--- src/rtl/cpu_pkg.sv ---
// Shared CPU types: reset vector, fetch FSM states
// and the fetch buffer entry.
package cpu_pkg;

  localparam logic [31:0] RESET_VECTOR = 32'hBFC00000;

  typedef enum logic {
    IDLE,
    READ
  } fetch_state_t;

  typedef struct packed {
    logic [31:0] pc;
    logic [31:0] instr;
  } fetch_entry_t;

endpackage

--- src/rtl/fetch_fifo.sv ---
// Instruction buffer between fetch and decode.
// Flush has priority over push and pop.
module fetch_fifo
  import cpu_pkg::*;
#(
  parameter int DEPTH = 2
) (
  input  logic                     clk,
  input  logic                     reset,
  input  logic                     push,
  input  fetch_entry_t             push_entry,
  input  logic                     pop,
  input  logic                     flush,
  output fetch_entry_t             head,
  output logic                     valid,
  output logic [$clog2(DEPTH):0]   count
);

  localparam int AW = $clog2(DEPTH);
  localparam logic [AW:0] CAP = (AW + 1)'(DEPTH);

  fetch_entry_t   mem [DEPTH];
  logic [AW-1:0]  wr_ptr;
  logic [AW-1:0]  rd_ptr;
  logic           full;
  logic           do_push;
  logic           do_pop;

  assign valid   = count != '0;
  assign full    = count == CAP;
  assign do_push = push & ~flush;
  assign do_pop  = pop & valid & ~flush;
  assign head    = valid ? mem[rd_ptr] : '0;

  always_ff @(posedge clk) begin
    if (do_push) mem[wr_ptr] <= push_entry;
  end

  always_ff @(posedge clk or negedge reset) begin
    if (!reset) begin
      wr_ptr <= '0;
      rd_ptr <= '0;
      count  <= '0;
    end else if (flush) begin
      wr_ptr <= '0;
      rd_ptr <= '0;
      count  <= '0;
    end else begin
      if (do_push) wr_ptr <= wr_ptr + 1'b1;
      if (do_pop)  rd_ptr <= rd_ptr + 1'b1;
      unique case ({do_push, do_pop})
        2'b10:   count <= count + 1'b1;
        2'b01:   count <= count - 1'b1;
        default: count <= count;
      endcase
    end
  end

  // Issue is gated on free space, so a full push is a design bug.
  a_no_push_full: assert property (
    @(posedge clk) disable iff (!reset) !(do_push && full)
  );

endmodule

--- src/rtl/fetch_unit.sv ---
// Instruction fetch stage: issues word reads for the
// current PC, tolerates wait states, buffers for decode.
module fetch_unit #(
  parameter logic [31:0] RESET_VECTOR = cpu_pkg::RESET_VECTOR,
  parameter int          DEPTH        = 2
) (
  input  logic        clk,
  input  logic        reset,
  input  logic [31:0] fetch_pc,
  input  logic        fetch_req,
  input  logic        flush,
  output logic        pc_advance,
  output logic [31:0] mem_address,
  output logic        mem_read,
  input  logic        mem_waitrequest,
  input  logic [31:0] mem_readdata,
  output logic [31:0] instr_out,
  output logic [31:0] instr_pc,
  output logic        instr_valid,
  input  logic        instr_ready,
  output logic        fetch_fault
);

  import cpu_pkg::*;

  localparam int CW = $clog2(DEPTH) + 1;

  fetch_state_t state, state_n;
  logic [31:0]  addr_n;
  logic         read_n;
  logic         discard, discard_n;
  logic         fault_n;
  logic [CW-1:0] count;
  logic         has_room;
  logic         misaligned;
  logic         complete;
  logic         issue;
  logic         push;
  fetch_entry_t head;

  assign misaligned = fetch_pc[1:0] != 2'b00;
  assign has_room   = count < CW'(DEPTH);
  assign complete   = (state == READ) & ~mem_waitrequest;
  assign push       = complete & ~discard & ~flush;
  assign pc_advance = push;
  assign issue      = (state == IDLE) & fetch_req & ~flush
                    & has_room & ~misaligned;

  always_comb begin
    state_n   = state;
    addr_n    = mem_address;
    read_n    = mem_read;
    discard_n = discard;
    fault_n   = fetch_fault | (fetch_req & misaligned);
    unique case (state)
      IDLE: begin
        if (issue) begin
          state_n = READ;
          addr_n  = fetch_pc;
          read_n  = 1'b1;
        end
      end
      READ: begin
        if (complete) begin
          state_n   = IDLE;
          read_n    = 1'b0;
          discard_n = 1'b0;
        end else if (flush) begin
          // The bus read cannot be aborted; drop it on completion.
          discard_n = 1'b1;
        end
      end
      default: state_n = IDLE;
    endcase
  end

  always_ff @(posedge clk or negedge reset) begin
    if (!reset) begin
      state       <= IDLE;
      mem_address <= RESET_VECTOR;
      mem_read    <= 1'b0;
      discard     <= 1'b0;
      fetch_fault <= 1'b0;
    end else begin
      state       <= state_n;
      mem_address <= addr_n;
      mem_read    <= read_n;
      discard     <= discard_n;
      fetch_fault <= fault_n;
    end
  end

  fetch_fifo #(
    .DEPTH(DEPTH)
  ) u_fifo (
    .clk        (clk),
    .reset      (reset),
    .push       (push),
    .push_entry ('{pc: mem_address, instr: mem_readdata}),
    .pop        (instr_ready),
    .flush      (flush),
    .head       (head),
    .valid      (instr_valid),
    .count      (count)
  );

  assign instr_out = head.instr;
  assign instr_pc  = head.pc;

endmodule

--- config.mk ---
export PLATFORM = sky130hd
export DESIGN_NAME = fetch_unit
export DESIGN_NICKNAME = d
export VERILOG_FILES = /design/src/rtl/cpu_pkg.sv /design/src/rtl/fetch_fifo.sv /design/src/rtl/fetch_unit.sv
export SDC_FILE = /design/constraint.sdc
export NUM_CORES = 1
export LEC_CHECK = 0
export CORE_UTILIZATION = 44
export DETAILED_ROUTE_END_ITERATION = 8
export GPL_TIMING_DRIVEN = 0
export PLACE_DENSITY = 0.76
export SLEW_MARGIN = 30
export SYNTH_ARGS = -nofsm -noshare
export SYNTH_HDL_FRONTEND = slang
export SYNTH_SLANG_ARGS = --single-unit
--- constraint.sdc ---
create_clock -name clk -period 6 [get_ports clk]
set_input_delay 1.2 -clock clk [delete_from_list [all_inputs] [get_ports clk]]
set_output_delay 1.2 -clock clk [all_outputs]
set_load 0.1 [all_outputs]
Word-level counts from Yosys, hierarchy flattened
Memory sizes are Yosys's and may differ from the RTL's.
Cells that the tools add are included.
{"block": "word_totals", "out_inout_bits": 100, "mem_count": 1, "in_bits": 70, "ramBits": 128, "register_bits": 40, "wordCells": 61}
{"block": "classes", "mux": 17, "bitwise": 17, "addsub": 4, "n_lt_le_gt_ge": 1, "n_reduce_logical": 9, "eq_ne": 4}
{"memory": "u_fifo.mem", "depth": 2, "word_bits": 64, "read_ports": 1, "rd_ports_with_merged_regs": 0, "write_ports": 1, "line_no": "fetch_fifo.sv:22", "source": "fetch_entry_t mem [DEPTH];"}
{"cell": "$mux 64", "n": 1}
{"cell": "$mux 1", "n": 12}
{"cell": "$and 1x1->1", "n": 11}
{"cell": "$reduce_bool 2->1", "n": 5}
{"cell": "$reduce_and 2->1", "n": 3}
{"cell": "$not 1->1", "n": 5}
{"cell": "$pmux 1 s2", "n": 2}
{"cell": "$pmux 2 s2", "n": 1}
{"cell": "$reduce_bool 3->1", "n": 1}
{"cell": "$add 1x1->1 const B", "n": 2}
{"cell": "$add 2x1->2 const B", "n": 1}
{"cell": "$eq 2x1->1 const B", "n": 1}
{"cell": "$eq 2x2->1 const B", "n": 1}
{"cell": "$lt 2x2->1 const B", "n": 1}
{"cell": "$mux 2", "n": 1}
{"cell": "$ne 2x1->1 const B", "n": 1}
{"cell": "$ne 2x2->1 const B", "n": 1}
{"cell": "$sub 2x1->2 const B", "n": 1}
{"cell": "$or 1x1->1", "n": 1}

Logic depth before layout (Yosys ltp)
{"block": "depth", "word_depth": 8, "depth_mapped": 5, "ltp_nobuf": 3}

Modules after synthesis
From an unflattened synthesis, not the netlist that was laid out.
{"block": "hier_totals", "hier_cells": 379, "area_unflattened_um2": 6521.3}
{"module": "fetch_fifo", "instances": 1, "area_per_inst_um2": 5052.3, "seq_area_each_um2": 3943.8, "cells_per_inst": 295}
{"module": "fetch_unit", "instances": 1, "area_per_inst_um2": 1468.9, "seq_area_each_um2": 912.1, "cells_per_inst": 84}

Worst setup path after synthesis
Ideal clock, no wire load.
{"block": "synth_path", "path_type": "input to register", "startpoint": "input mem_waitrequest", "endpoint": "memory u_fifo.mem[0][0] (netlist bit), enable pin", "t_required_ps": 5435, "path_buffers": 0, "setup_slack_ps": -596, "cell_stages": 2, "setup_ps": 565, "arrival_time_ps": 6031, "path_cell_list": "or3b_2 > nor3_1"}
{"block": "synth_between", "elab_chain_cells": 7}
{"element": "start, declared", "line_no": "fetch_unit.sv:15", "source": "input logic mem_waitrequest,"}
{"element": "$not 1->1", "line_no": "fetch_unit.sv:43", "source": "assign complete = (state == READ) & ~mem_waitrequest;"}
{"element": "$and 1x1->1", "line_no": "fetch_unit.sv:43"}
{"element": "$and 1x1->1 (2 in a row)", "line_no": "fetch_unit.sv:44", "source": "assign push = complete & ~discard & ~flush;"}
{"element": "$and 1x1->1", "line_no": "fetch_fifo.sv:31", "source": "assign do_push = push & ~flush;"}
{"element": "$mux 1", "line_no": "fetch_fifo.sv:36", "source": "if (do_push) mem[wr_ptr] <= push_entry;"}
{"element": "$mux 1 (not written as such)", "line_no": "fetch_fifo.sv:36"}
{"element": "end, declared", "line_no": "fetch_fifo.sv:22"}
Every way passes these cells.

Worst setup path after layout
{"block": "layout_path", "startpoint": "input mem_waitrequest", "endpoint": "output pc_advance"}
{"block": "layout_between", "elab_chain_cells": 4}
{"element": "$not 1->1", "line_no": "fetch_unit.sv:43"}
{"element": "$and 1x1->1", "line_no": "fetch_unit.sv:43"}
{"element": "$and 1x1->1 (2 in a row)", "line_no": "fetch_unit.sv:44"}
{"element": "end, declared", "line_no": "fetch_unit.sv:12", "source": "output logic pc_advance,"}
Every way passes these cells.

==> run_results.csv <==
group,metric,value,unit
run_status,status,"completed",
grt,grtUsageTotal,0.176,
setup_path,crit_type,"in -> out",
floorplanning,rows,44,
hold_path,hold_path.class,"reg -> reg",
sta,max_freq,0.208,GHz
setup_path,cp.required,4.80,ns
cts,cts_resized,0,
final_layout,layout.cells.non_filler,770,
sta,worst_pin_slew,1.01,ns
pwr,internal_power,2.17,mW
logic_synthesis,syn_inst,379,
grt,grt_max_degree,37,
pwr,p_per_area,349,nW/um2
logic_synthesis,synth_top_area_share,0.591,
grt,grt_pass1_vias,3817,
pwr,power_switching,0.998,mW
sta,rsz0062_at_grt,"false",
route,routed-via-count,3769,
cts,htreeDepth,4,
logic_synthesis,yosysTopAreaCell,"edfxtp_1",
logic_synthesis,yosysWarningCount,0,
final_layout,stdcell_area,9090,um2
sta,finalClockSkew,0.00486,ns
pwr,comb_power_share,0.229,
sta,tns,0,ns
final_layout,area_growth,39.6,%
route,first_iter_violations,215,
setup_path,critPathCapture,"pc_advance",
logic_synthesis,ys_types,25,
cts,cts_hold_buf,0,
setup_path,worst-r2r-setup-slack,3.79,ns
pwr,clkPwrFrac,0.325,
setup_path,critPathLaunchType,"primary input",
setup_path,worstRegToRegCells,4,
grt,grt_overflow,0,
cts,cts_setup_buffers,0,
placement,hpwl,9.03,mm
grt,grt_pass1_wl,19.7,mm
cts,clk_pin_slew,0.06,ns
route,wl_per_cell,17.1,um
route,drc_errors,0,
floorplanning,die_h,124,um
logic_synthesis,yosys.cell_count.top_type,"edfxtp_1",
placement,io_buffers,168,
logic_synthesis,syn_nets,449,
setup_path,r2r_start,"state",
setup_path,critPathCaptureType,"output pin",
cts,numCtsBuffers,17,
sta,worst_slack,1.20,ns
logic_synthesis,ys_seq_area_frac,0.746,
floorplanning,die_area,15300,um2
cts,worstSkewPairLatency,0.41,ns
sta,drv_slew,0,
final_layout,post-route-util,0.628,
placement,globalplace.congestion,0.713,
pwr,p_sw_frac,0.315,
setup_path,worstReg2RegEnd,"u_fifo.mem[1][2]",
logic_synthesis,ys_ff_latch,168,
logic_synthesis,synth.avg_cell_area,17.2,um2
grt,antenna_found_initial,0,
cts,cts.sink_count,168,
floorplanning,core_area,14500,um2
placement,place_ws,1.19,ns
logic_synthesis,synthFlopType,"edfxtp_1",
sta,max_slew_margin,0.326,
route,first_pass_iters,4,
logic_synthesis,synth_common_cells,"128 x edfxtp_1, 70 x nor2_1, 65 x mux2i_1",
logic_synthesis,synthTopCellsByArea,"edfxtp_1 59%, dfrtp_1 12%, mux2i_1 10%",
sta,hold_violations,0,
final_layout,drive_gt1_frac,0.169,
sta,post-route-min-period,4.80,ns
floorplanning,initial_core_util,0.450,
route,routed_via_density,4.89,
route,wirelength,13.2,mm
logic_synthesis,netlist_area,6510,um2
logic_synthesis,synth_edf_count,128,
logic_synthesis,ys_async_sr_fraction,0.238,
sta,period_share,0.800,
final_layout,antenna_cells,0,
floorplanning,die_w,124,um
final_layout,finish.net_count,643,
job,maxCapViolCount,0,
sta,setup_viol,0,
cts,cts-root-buf,"clkbuf_16",
cts,cts_tree,"done",
final_layout,fillCellCount,1069,
setup_path,cp-startpoint,"mem_waitrequest",
placement,placed_area,8530,um2
setup_path,cp_max_fo,4,
cts,clock_path_buffers,2,
floorplanning,ios,170,
placement,place_inst,738,
pwr,leakagePower,3.21,nW
pwr,vdd_ir_drop_max,269,uV
pwr,p_seq_frac,0.446,
route,ant_nets,0,
setup_path,arrival,3.60,ns
## sequential cells by signal, summed over array words and instances, names as in the netlist
register,cells
u_fifo.rd_ptr,1
discard,1
fetch_fault,1
u_fifo.wr_ptr,1
u_fifo.count,2
state,1
u_fifo.mem,128
mem_address,32
mem_read,1
## kinds of logic after synthesis
family          share of synthesized area
buf+inv                            0.0196
compound gates                    0.00692
mux                                 0.169
simple gates                       0.0561
xor+xnor                          0.00269
flops                               0.746
## power groups by stage
stage / Combinational [mW] / Sequential [mW] / Clock (mW)
2_1_floorplan: 0.148 / 1.81 / 0
3_3_place_gp: 0.718 / 1.43 / 0
3_5_place_dp: 0.728 / 1.44 / 0
4_1_cts: 0.730 / 1.41 / 1.05
5_1_grt: 0.744 / 1.42 / 1.11
6_report: 0.725 / 1.41 / 1.03
## critical path: stages
cell	delay, ns
clkdlybuf4s50_1	0.47
or3b_2	0.54
nor2_1	0.20
clkdlybuf4s50_1	1.18
## worst min path at each step
stage | start | to | slack (ns) | cells past startpoint
2_1_floorplan | state | discard | 0.47 | 1
4_1_cts | fetch_fault | fetch_fault | 0.48 | 1
6_report | fetch_fault | fetch_fault | 0.48 | 1
5_1_grt | mem_address[16] | u_fifo.mem[0][48] | 0.52 | 0
3_3_place_gp | fetch_fault | fetch_fault | 0.45 | 1
3_5_place_dp | fetch_fault | fetch_fault | 0.46 | 1
## layer usage
metal | track usage | up-vias | wire (um)
li1 | - | 1773 | -
met4 | 0.0655 | 0 | 139
met3 | 0.0467 | 10 | 818
met1 | 0.224 | 1862 | 5690
met2 | 0.289 | 124 | 6510
met5 | 0 | - | 0
## placed cells by master (no fill, tap or decap), types with 3 or more instances in the layout
master	count
edfxtp_1	128
dfstp_2	9
mux2i_1	65
o21ai_0	4
buf_6	7
clkbuf_16	17
mux2_4	26
dfrtp_1	31
buf_2	15
inv_1	4
clkbuf_1	4
clkdlybuf4s50_1	165
a21oi_1	3
clkinvlp_4	3
mux2_2	5
clkinv_1	3
nor2_1	70
## metrics by stage
step | power, mW | hold WS [ns]
after floorplan | 1.96 | 0.466
after detailed placement | 2.16 | 0.463
after global placement | 2.14 | 0.452
final | 3.17 | 0.477
after global routing | 3.27 | 0.520
after CTS | 3.19 | 0.479
## layout make-up
class,instances,area [um2],area share
well taps,184,230,0.0253
multi-input cells,189,1540,0.169
plain buffers,18,113,0.0124
repair buffers,175,1770,0.195
clock inverters,13,130,0.0143
inverters,4,15.0,0.00165
clock buffers,19,433,0.0476
flip-flops and latches,168,4860,0.534
(Power assumes the default switching activity.)
